`config.mk`:
```
export PLATFORM = sky130hd
export DESIGN_NAME = cmul_rr_scheduler_flat
export DESIGN_NICKNAME = d
export VERILOG_FILES = /design/src/rtl/cmul_rr_scheduler_if.sv /design/src/rtl/cmul_rr_scheduler.sv /design/src/flat_wrapper.sv
export SDC_FILE = /design/constraint.sdc
export NUM_CORES = 1
export LEC_CHECK = 0
export CORE_AREA = 4 4 139 141
export CTS_CLUSTER_DIAMETER = 30
export DETAILED_ROUTE_END_ITERATION = 8
export DIE_AREA = 0 0 143 145
export HOLD_SLACK_MARGIN = 0.08
export PLACE_DENSITY = 0.63
export SYNTH_ARGS = -nofsm -noshare
export SYNTH_HDL_FRONTEND = slang
export SYNTH_SLANG_ARGS = --single-unit
```
`constraint.sdc`:
```
create_clock -name i_clk -period 2.68 [get_ports i_clk]
set_clock_uncertainty 0.15 [all_clocks]
set_input_delay 0.536 -clock i_clk [delete_from_list [all_inputs] [get_ports i_clk]]
set_output_delay 0.536 -clock i_clk [all_outputs]
set_load 0.02 [all_outputs]
```
`src/rtl/cmul_rr_scheduler_if.sv`:
```
// Handshake and datapath bundle between requesters, the scheduler and the shared complex multiplier.
// master = requester/multiplier side, slave = scheduler.
interface cmul_rr_scheduler_if #(
  parameter int N_REQ   = 4,
  parameter int A_WIDTH = 10,
  parameter int B_WIDTH = 15
);
  localparam int C_WIDTH = A_WIDTH + B_WIDTH + 1;
  localparam int ID_W    = $clog2(N_REQ);

  logic [N_REQ-1:0]         req_valid;
  logic [N_REQ-1:0]         req_ready;
  logic [N_REQ*A_WIDTH-1:0] req_a_re;
  logic [N_REQ*A_WIDTH-1:0] req_a_im;
  logic [N_REQ*B_WIDTH-1:0] req_b_re;
  logic [N_REQ*B_WIDTH-1:0] req_b_im;
  logic [A_WIDTH-1:0]       mult_a_re;
  logic [A_WIDTH-1:0]       mult_a_im;
  logic [B_WIDTH-1:0]       mult_b_re;
  logic [B_WIDTH-1:0]       mult_b_im;
  logic [C_WIDTH-1:0]       mult_c_re;
  logic [C_WIDTH-1:0]       mult_c_im;
  logic                     res_valid;
  logic [ID_W-1:0]          res_id;
  logic [C_WIDTH-1:0]       res_re;
  logic [C_WIDTH-1:0]       res_im;
  logic                     drain;
  logic                     idle;

  modport master (
    output req_valid, req_a_re, req_a_im, req_b_re, req_b_im, mult_c_re, mult_c_im, drain,
    input  req_ready, mult_a_re, mult_a_im, mult_b_re, mult_b_im, res_valid, res_id, res_re, res_im, idle
  );

  modport slave (
    input  req_valid, req_a_re, req_a_im, req_b_re, req_b_im, mult_c_re, mult_c_im, drain,
    output req_ready, mult_a_re, mult_a_im, mult_b_re, mult_b_im, res_valid, res_id, res_re, res_im, idle
  );
endinterface

```
`src/rtl/cmul_rr_scheduler.sv`:
```
// Round-robin share of one pipelined complex multiplier; product returns 1+MULT_DELAY cycles after handshake.
// No result backpressure; req_ready is one-hot from req_valid. Grant counters exist only with CMUL_SCHED_STATS_EN.
module cmul_rr_scheduler #(
  parameter int N_REQ      = 4,
  parameter int A_WIDTH    = 10,
  parameter int B_WIDTH    = 15,
  parameter int MULT_DELAY = 3
) (
  input  logic                i_clk,
  input  logic                i_rst_n,
`ifdef CMUL_SCHED_STATS_EN
  input  logic                i_stat_clr,
  output logic [N_REQ*32-1:0] o_stat_grants,
`endif
  cmul_rr_scheduler_if.slave  bus
);
  localparam int C_WIDTH = A_WIDTH + B_WIDTH + 1;
  localparam int ID_W    = $clog2(N_REQ);

  typedef enum logic [1:0] {S_RUN, S_DRAIN, S_IDLE} state_t;

  state_t              r_state;
  logic [ID_W-1:0]     r_ptr;
  logic [A_WIDTH-1:0]  r_a_re, r_a_im;
  logic [B_WIDTH-1:0]  r_b_re, r_b_im;
  logic [MULT_DELAY:0] r_tag_vld;
  logic [ID_W-1:0]     r_tag_id [MULT_DELAY+1];

  logic                w_grant_en;
  logic                w_found;
  logic                w_hs;
  logic [ID_W:0]       w_idx;
  logic [ID_W-1:0]     w_sel;
  logic [ID_W-1:0]     w_ptr_nxt;
  logic [C_WIDTH-1:0]  w_res_re, w_res_im;

  // Reset gates the grant so nothing is accepted while the pipeline is being flushed.
  assign w_grant_en = i_rst_n && (r_state == S_RUN) && !bus.drain;

  always_comb begin
    w_found = 1'b0;
    w_sel   = '0;
    w_idx   = '0;
    for (int k = 0; k < N_REQ; k++) begin
      w_idx = {1'b0, r_ptr} + (ID_W+1)'(k);
      if (w_idx >= (ID_W+1)'(N_REQ)) w_idx = w_idx - (ID_W+1)'(N_REQ);
      if (!w_found && bus.req_valid[w_idx[ID_W-1:0]]) begin
        w_found = 1'b1;
        w_sel   = w_idx[ID_W-1:0];
      end
    end
  end

  assign w_hs          = w_grant_en && w_found;
  assign w_ptr_nxt     = (w_sel == ID_W'(N_REQ-1)) ? '0 : w_sel + 1'b1;
  assign bus.req_ready = w_hs ? (N_REQ'(1) << w_sel) : '0;

  always_ff @(posedge i_clk or negedge i_rst_n) begin
    if (!i_rst_n) begin
      r_ptr  <= '0;
      r_a_re <= '0;
      r_a_im <= '0;
      r_b_re <= '0;
      r_b_im <= '0;
    end else if (w_hs) begin
      r_ptr  <= w_ptr_nxt;
      r_a_re <= bus.req_a_re[w_sel*A_WIDTH +: A_WIDTH];
      r_a_im <= bus.req_a_im[w_sel*A_WIDTH +: A_WIDTH];
      r_b_re <= bus.req_b_re[w_sel*B_WIDTH +: B_WIDTH];
      r_b_im <= bus.req_b_im[w_sel*B_WIDTH +: B_WIDTH];
    end
  end

  // Tags shift every cycle so they line up with the multiplier's fixed latency.
  always_ff @(posedge i_clk or negedge i_rst_n) begin
    if (!i_rst_n) begin
      r_tag_vld <= '0;
      for (int i = 0; i <= MULT_DELAY; i++) r_tag_id[i] <= '0;
    end else begin
      r_tag_vld   <= {r_tag_vld[MULT_DELAY-1:0], w_hs};
      r_tag_id[0] <= w_sel;
      for (int i = 1; i <= MULT_DELAY; i++) r_tag_id[i] <= r_tag_id[i-1];
    end
  end

  always_ff @(posedge i_clk or negedge i_rst_n) begin
    if (!i_rst_n) begin
      r_state <= S_RUN;
    end else begin
      case (r_state)
        S_RUN:   if (bus.drain) r_state <= S_DRAIN;
        S_DRAIN: begin
          if (!bus.drain)            r_state <= S_RUN;
          else if (r_tag_vld == '0) r_state <= S_IDLE;
        end
        S_IDLE:  if (!bus.drain) r_state <= S_RUN;
        default: r_state <= S_RUN;
      endcase
    end
  end

  assign w_res_re      = bus.mult_c_re;
  assign w_res_im      = bus.mult_c_im;
  assign bus.mult_a_re = r_a_re;
  assign bus.mult_a_im = r_a_im;
  assign bus.mult_b_re = r_b_re;
  assign bus.mult_b_im = r_b_im;
  assign bus.res_valid = r_tag_vld[MULT_DELAY];
  assign bus.res_id    = r_tag_id[MULT_DELAY];
  assign bus.res_re    = w_res_re;
  assign bus.res_im    = w_res_im;
  assign bus.idle      = ((r_state != S_RUN) || (bus.req_valid == '0)) && (r_tag_vld == '0);

`ifdef CMUL_SCHED_STATS_EN
  logic [31:0] r_grant_cnt [N_REQ];

  // Clear wins over a coincident grant.
  always_ff @(posedge i_clk or negedge i_rst_n) begin
    if (!i_rst_n) begin
      for (int i = 0; i < N_REQ; i++) r_grant_cnt[i] <= '0;
    end else begin
      for (int i = 0; i < N_REQ; i++) begin
        if (i_stat_clr)
          r_grant_cnt[i] <= '0;
        else if (w_hs && (w_sel == ID_W'(i)) && (r_grant_cnt[i] != '1))
          r_grant_cnt[i] <= r_grant_cnt[i] + 32'd1;
      end
    end
  end

  for (genvar g = 0; g < N_REQ; g++) begin : g_stat
    assign o_stat_grants[g*32 +: 32] = r_grant_cnt[g];
  end
`endif
endmodule
```
`src/flat_wrapper.sv`:
```
// flat-port wrapper written by rule: the top's interface ports become plain ports
module cmul_rr_scheduler_flat 
#(
  parameter int N_REQ      = 4,
  parameter int A_WIDTH    = 10,
  parameter int B_WIDTH    = 15,
  parameter int MULT_DELAY = 3
)
  (i_clk, i_rst_n, bus_req_valid, bus_req_a_re, bus_req_a_im, bus_req_b_re, bus_req_b_im, bus_mult_c_re, bus_mult_c_im, bus_drain, bus_req_ready, bus_mult_a_re, bus_mult_a_im, bus_mult_b_re, bus_mult_b_im, bus_res_valid, bus_res_id, bus_res_re, bus_res_im, bus_idle);
  cmul_rr_scheduler_if #(.N_REQ(N_REQ), .A_WIDTH(A_WIDTH), .B_WIDTH(B_WIDTH)) bus_i ();
  input  logic i_clk;
  input  logic i_rst_n;
  input wire logic [$bits(bus_i.req_valid)-1:0] bus_req_valid;
  input wire logic [$bits(bus_i.req_a_re)-1:0] bus_req_a_re;
  input wire logic [$bits(bus_i.req_a_im)-1:0] bus_req_a_im;
  input wire logic [$bits(bus_i.req_b_re)-1:0] bus_req_b_re;
  input wire logic [$bits(bus_i.req_b_im)-1:0] bus_req_b_im;
  input wire logic [$bits(bus_i.mult_c_re)-1:0] bus_mult_c_re;
  input wire logic [$bits(bus_i.mult_c_im)-1:0] bus_mult_c_im;
  input wire logic [$bits(bus_i.drain)-1:0] bus_drain;
  output wire logic [$bits(bus_i.req_ready)-1:0] bus_req_ready;
  output wire logic [$bits(bus_i.mult_a_re)-1:0] bus_mult_a_re;
  output wire logic [$bits(bus_i.mult_a_im)-1:0] bus_mult_a_im;
  output wire logic [$bits(bus_i.mult_b_re)-1:0] bus_mult_b_re;
  output wire logic [$bits(bus_i.mult_b_im)-1:0] bus_mult_b_im;
  output wire logic [$bits(bus_i.res_valid)-1:0] bus_res_valid;
  output wire logic [$bits(bus_i.res_id)-1:0] bus_res_id;
  output wire logic [$bits(bus_i.res_re)-1:0] bus_res_re;
  output wire logic [$bits(bus_i.res_im)-1:0] bus_res_im;
  output wire logic [$bits(bus_i.idle)-1:0] bus_idle;
  assign bus_i.req_valid = bus_req_valid;
  assign bus_i.req_a_re = bus_req_a_re;
  assign bus_i.req_a_im = bus_req_a_im;
  assign bus_i.req_b_re = bus_req_b_re;
  assign bus_i.req_b_im = bus_req_b_im;
  assign bus_i.mult_c_re = bus_mult_c_re;
  assign bus_i.mult_c_im = bus_mult_c_im;
  assign bus_i.drain = bus_drain;
  assign bus_req_ready = bus_i.req_ready;
  assign bus_mult_a_re = bus_i.mult_a_re;
  assign bus_mult_a_im = bus_i.mult_a_im;
  assign bus_mult_b_re = bus_i.mult_b_re;
  assign bus_mult_b_im = bus_i.mult_b_im;
  assign bus_res_valid = bus_i.res_valid;
  assign bus_res_id = bus_i.res_id;
  assign bus_res_re = bus_i.res_re;
  assign bus_res_im = bus_i.res_im;
  assign bus_idle = bus_i.idle;
  cmul_rr_scheduler #(.N_REQ(N_REQ), .A_WIDTH(A_WIDTH), .B_WIDTH(B_WIDTH), .MULT_DELAY(MULT_DELAY)) u_core (.i_clk(i_clk), .i_rst_n(i_rst_n), .bus(bus_i));
endmodule
```
==> results of run 1 <==
registers in the layout (all words and copies together) (netlist names):
name / flops
u_core.bus.mult_b_im: 15
u_core.bus.mult_b_re: 15
u_core.bus.mult_a_im: 10
u_core.bus.mult_a_re: 10
u_core.r_tag_id: 6
u_core.r_tag_vld: 4
u_core.bus.res_id: 2
u_core.r_ptr: 2
u_core.r_state: 2
routing by layer:
layer	vias to the layer above	global-route usage, %
met2	236	27.0
met5	-	0
met3	29	4.97
met1	1881	16.0
li1	1863	-
met4	0	6.23
critical path: stages:
cell	delay [ns]
dlygate4sd2_1	0.32
buf_6	0.16
nand2b_1	0.08
or2_2	0.29
o221ai_2	0.08
buf_4	0.15
inv_2	0.03
nand2_1	0.07
nor2_1	0.06
buf_4	0.15
stage by stage:
step	utilization (%)	setup TNS [ns]	worst slack, ns	hold WS, ns
final	38.7	0	0.0545	0.194
after global routing	38.7	-0.0138	-0.0138	0.203
after CTS	38.6	-0.0605	-0.0448	0.195
after detailed placement	36.7	-16.73	-0.579	0.186
after global placement	36.7	-12.85	-0.552	0.184
after floorplan	-	0	0.200	0.0904
report_power, final:
group          leakage, nW  internal (W)  total [W]  switching, W
clock                0.142      0.000726    0.00119      0.000469
combinational         1.92       0.00150    0.00297       0.00147
sequential           0.766       0.00140    0.00164      0.000237
kinds of logic (layout without fill, tap and decap cells):
family          Yosys count  after routing  share of synthesized area (%)
buf+inv                  90            317                           15.0
simple gates             72             72                           8.20
mux                      60             60                           15.1
flops                    66             66                           41.5
compound gates          103            103                           20.3
path summary, 6_finish.rpt:
check	from	depth (start not counted)	slack, ns	endpoint
max reg2reg	u_core.r_ptr[1]$_DFFE_PN0P_	8	0.38	u_core.bus.mult_b_im[14]$_DFFE_PN0P_
max in group asynchronous	i_rst_n	2	1.54	u_core.bus.mult_a_im[1]$_DFFE_PN0P_
max	bus_req_valid[0]	10	0.05	bus_req_ready[1]
min	u_core.r_tag_id[2]$_DFF_PN0_	0	0.19	u_core.bus.res_id[0]$_DFF_PN0_
min reg2reg	u_core.r_tag_id[2]$_DFF_PN0_	0	0.19	u_core.bus.res_id[0]$_DFF_PN0_
min in group asynchronous	i_rst_n	2	0.28	u_core.r_tag_vld[3]$_DFF_PN0_
area by class of cell:
class / count / area, um2
clock inverter: 7 / 76.3
clock buffer: 9 / 225
multi-input combinational: 235 / 1780
inverter: 4 / 17.5
timing repair buffer: 297 / 2920
sequential: 66 / 1650
tap: 229 / 287
fill: 1748 / 11000
cells in the final DEF (no fill, tap or decap), drive strengths merged, types with 4 or more instances in the layout:
cell and n:
inv 6, nor2 45, buf 38, a221oi 41, mux2i 60, o22ai 41, clkdlybuf4s50 254, nand2 14
dfrtp 66, a21oi 4, clkbuf 9, o221ai 10
timing repair:
action	4_1_cts	5_1_grt
pin swaps	5	1
gates cloned	0	0
buffers inserted	3	0
endpoints found under the setup margin	7	12
resized for setup	32	4
==> impl_metrics.tcl, run 1 <==
set metrics [dict create \
    diodes 0 \
    clkTransAtPathRegs_ns 0.06 \
    cp-end-kind "output port" \
    dr_total_vias 4009 \
    synth-seq-cells 66 \
    start_util_pct 22.2 \
    clockRootBuffer "clkbuf_16" \
    status "finished, final reports clean" \
    power.density_mw_per_mm2 835 \
    synth_common_cells "dfrtp_1, buf_4, mux2i_1" \
    fmax_mhz 381 \
    grt_pass1_wl_mm 24.2 \
    path_class "in2out" \
    synth.avg_cell_area_um2 10.2 \
    final_max_slew_viol_count 0 \
    timing.final.crit_period_ns 2.63 \
    h-tree-depth 3 \
    cts_tree "built" \
    arrival_ns 1.94 \
    synth-edff-count 0 \
    grt_pass1_vias 4450 \
    dr.pass1.iters 4 \
    die_h_um 145 \
    final_cell_area_mm2 0.00695 \
    wl_met1_mm 5.99 \
    timing.slew.headroom_pct 42.6 \
    ys_types 34 \
    critPathLaunchType "input pin" \
    leakagePower_nw 2.83 \
    dieArea_mm2 0.0207 \
    dpl.hpwl_mm 13.0 \
    holdBufCountCts 0 \
    vdd_ir_drop_max_v 0.000320 \
    clock-sinks 66 \
    netlist_top_cells_area "dfrtp_1, mux2i_1, buf_4" \
    dr_wl_met3_mm 1.71 \
    finalCritPeriodShare_pct 98.0 \
    synth_flop_cell "dfrtp_1" \
    grt_max_degree 67 \
    yosysTopAreaCell "dfrtp_1" \
    synthCells 391 \
    synthesis.area_mm2 0.00398 \
    port-buffer-count 264 \
    async_reset_ff_share_pct 100 \
    dp_cells 828 \
    min_path_type "reg2reg" \
    wirelength_mm 16.6 \
    grt_antenna_before_repair 0 \
    die-width_um 143 \
    placeableCoreArea_mm2 0.0180 \
    gp_congestion 0.854 \
    final_nets 872 \
    finalSetupViolations 0 \
    required_ns 1.99 \
    drive_gt1_share_pct 11.3 \
    route.met2.wl_mm 8.42 \
    clk_latency_ns 0.33 \
    overflow 0 \
    worst_pin_slew_ns 0.861 \
    finalPower_w 0.00580 \
    cts_buffers 9 \
    row_count 49 \
    top_layer_used "met4" \
    yosys_warnings 0 \
    placed_area_mm2 0.00660 \
    synth.net_count 650 \
    path_max_fanout 5 \
    layout.cells.non_filler 847 \
    netlist.area_leader.share_pct 41.5 \
    cts.path.max_buffers 2 \
    area_delta_synth_final_pct 74.6 \
    grt_usage_pct 15.0 \
    yosysSeqAreaShare_pct 41.5 \
    cap_violations 0 \
    yosysMostFrequentCell "dfrtp_1" \
    hold_viol 0 \
    vias_per_cell 4.73 \
    drc 0 \
    ant_nets 0 \
    io_pins 369 \
    wire_per_inst_um 19.6 \
    drt_iter0_drc 98 \
]
Power figures use the tool's default switching activity.
==> run 2: changes to the inputs <==
--- a/config.mk
+++ b/config.mk
@@ -9,6 +9,7 @@
 export CTS_CLUSTER_DIAMETER = 30
 export DETAILED_ROUTE_END_ITERATION = 8
 export DIE_AREA = 0 0 143 145
+export GPL_TIMING_DRIVEN = 1
 export HOLD_SLACK_MARGIN = 0.08
 export PLACE_DENSITY = 0.63
 export SYNTH_ARGS = -nofsm -noshare
==> results of run 2 <==
No change in the layout: final DEF, timing and power equal those of run 1.
==> run 3: changes to the inputs <==
--- a/config.mk
+++ b/config.mk
@@ -5,13 +5,13 @@
 export SDC_FILE = /design/constraint.sdc
 export NUM_CORES = 1
 export LEC_CHECK = 0
-export CORE_AREA = 4 4 139 141
+export CORE_AREA = 3 3 142 144
 export CTS_CLUSTER_DIAMETER = 30
 export DETAILED_ROUTE_END_ITERATION = 8
-export DIE_AREA = 0 0 143 145
+export DIE_AREA = 0 0 145 147
 export GPL_TIMING_DRIVEN = 1
 export HOLD_SLACK_MARGIN = 0.08
-export PLACE_DENSITY = 0.63
+export PLACE_DENSITY = 0.64
 export SYNTH_ARGS = -nofsm -noshare
 export SYNTH_HDL_FRONTEND = slang
 export SYNTH_SLANG_ARGS = --single-unit
==> impl_metrics.tcl, run 3 (same netlist as run 1, synthesis figures left out) <==
set metrics [dict create \
    clkTransAtPathRegs_ns 0.06 \
    finalCritPeriodShare_pct 94.6 \
    fmax_mhz 394 \
    dieArea_mm2 0.0213 \
    drt_iter0_drc 115 \
    postLayoutCoreUtil_pct 37.1 \
    final_nets 870 \
    vdd_ir_drop_max_v 0.000304 \
    overflow 0 \
    cts_tree "built" \
    finalSetupViolations 0 \
    whs_endpoint "u_core.r_tag_id[3]$_DFF_PN0_" \
    grt_antenna_before_repair 0 \
    holdPathStages 0 \
    cp-end-kind "output port" \
    row_count 50 \
    dr.pass1.iters 4 \
    layout_setup_ws_ns 0.145 \
    drive_gt1_share_pct 10.9 \
    min_path_type "reg2reg" \
    grt_usage_pct 14.2 \
    cts_buffers 9 \
    grt_pass1_wl_mm 23.8 \
    dpl.hpwl_mm 11.5 \
    hold_viol 0 \
    path_class "in2out" \
    crit_slowest_cell "a311oi_4" \
    arrival_ns 1.85 \
    whs_ns 0.198 \
    wirelength_mm 15.5 \
    path_max_fanout 5 \
    grt_pass1_vias 4281 \
    die-width_um 145 \
    rr_endpoint "u_core.bus.mult_a_re[5]$_DFFE_PN0P_" \
    ant_nets 0 \
    leakagePower_nw 2.81 \
    timing.slew.headroom_pct 40.7 \
    cap_violations 0 \
    final_max_slew_viol_count 0 \
    critPathLaunchType "input pin" \
    diodes 0 \
    drc 0 \
    rr_worst_depth 8 \
    grt_max_degree 67 \
    clk_latency_ns 0.33 \
    port-buffer-count 264 \
    gp_congestion 0.780 \
    timing.final.crit_period_ns 2.54 \
    dr_total_vias 3964 \
    vias_per_cell 4.53 \
    status "finished, final reports clean" \
    rsz0062_at_grt "false" \
    start_util_pct 21.2 \
    clock-sinks 66 \
    cts.path.max_buffers 2 \
    final_cell_mix "clkdlybuf4s50_1, dfrtp_1, mux2i_1" \
    path_cells "dlygate4sd2_1, buf_6, nand2_2, a311oi_4, nor2_8, nor2_1, buf_2" \
    crit_path_max_incr_delay_ns 0.43 \
    area_delta_synth_final_pct 75.5 \
    min_from "u_core.r_tag_id[5]$_DFF_PN0_" \
    worst_pin_slew_ns 0.889 \
    io_pins 369 \
    final_common_cell "clkdlybuf4s50_1" \
    clockRootBuffer "clkbuf_16" \
    ff2ff_setup_slack_ns 0.28 \
    placeableCoreArea_mm2 0.0188 \
    power.density_mw_per_mm2 846 \
    die_h_um 147 \
    dp_worst_setup_slack_ns -0.573 \
    required_ns 1.99 \
    h-tree-depth 3 \
    r2r-start "u_core.r_ptr[1]$_DFFE_PN0P_" \
    wire_per_inst_um 17.7 \
]
-- run 3: layout make-up --
class / instances / area [um2]
multi-input cells: 235 / 1770
clock inverters: 5 / 86.3
inverters: 4 / 17.5
well taps: 260 / 325
clock buffers: 11 / 243
flip-flops and latches: 66 / 1650
repair buffers: 295 / 2900
fillers: 1882 / 11800
-- run 3: per-layer routing --
metal | wire, um | GRT usage (%)
met3 | 1360 | 5.52
met1 | 5990 | 15.5
met5 | 0 | 0
met4 | 431 | 5.61
met2 | 7710 | 24.8
-- run 3: how the worst max path moves through the flow --
stage | slack (ns) | from | cells past startpoint | end
finish | 0.14 | bus_req_valid[0] | 7 | bus_req_ready[0]
global route | 0.07 | bus_req_valid[0] | 7 | bus_req_ready[0]
CTS | 0.08 | u_core.r_ptr[0]$_DFFE_PN0P_ | 8 | bus_req_ready[1]
detailed placement | -0.57 | bus_req_valid[1] | 8 | bus_req_ready[0]
global placement | -0.52 | bus_req_valid[1] | 8 | bus_req_ready[0]
floorplan | 0.20 | bus_req_valid[3] | 8 | bus_req_ready[2]
-- run 3: report_power, final --
part	leakage, nW	total (W)	internal [W]	switching (W)
combinational	1.89	0.00296	0.00149	0.00147
clock	0.160	0.00132	0.000847	0.000469
sequential	0.766	0.00164	0.00140	0.000233
-- run 3: stage by stage --
step | cells | TNS [ns] | cell area [um2] | power, W
after floorplan | 391 | 0 | 3980 | 0.00327
after global placement | 855 | -13.96 | 6610 | 0.00461
after detailed placement | 855 | -16.07 | 6610 | 0.00463
after CTS | 876 | 0 | 6970 | 0.00601
after global routing | 876 | 0 | 6990 | 0.00626
final | 876 | 0 | 6990 | 0.00591
-- run 3: repair_timing --
action                                 CTS  global route
pin swaps                                3             2
buffers inserted                         5             0
gates resized for setup                 24             6
setup endpoints to repair               22             5
endpoints found under the hold margin    0             0
hold buffers                             0             0
-- run 3: critical path, delay by kind of cell --
| family | cells | cell delay [ns] |
|---|---|---|
| buffers and inverters | 3 | 0.58 |
| AO/OA/AOI/OAI | 1 | 0.43 |
| AND/OR/NAND/NOR | 3 | 0.31 |
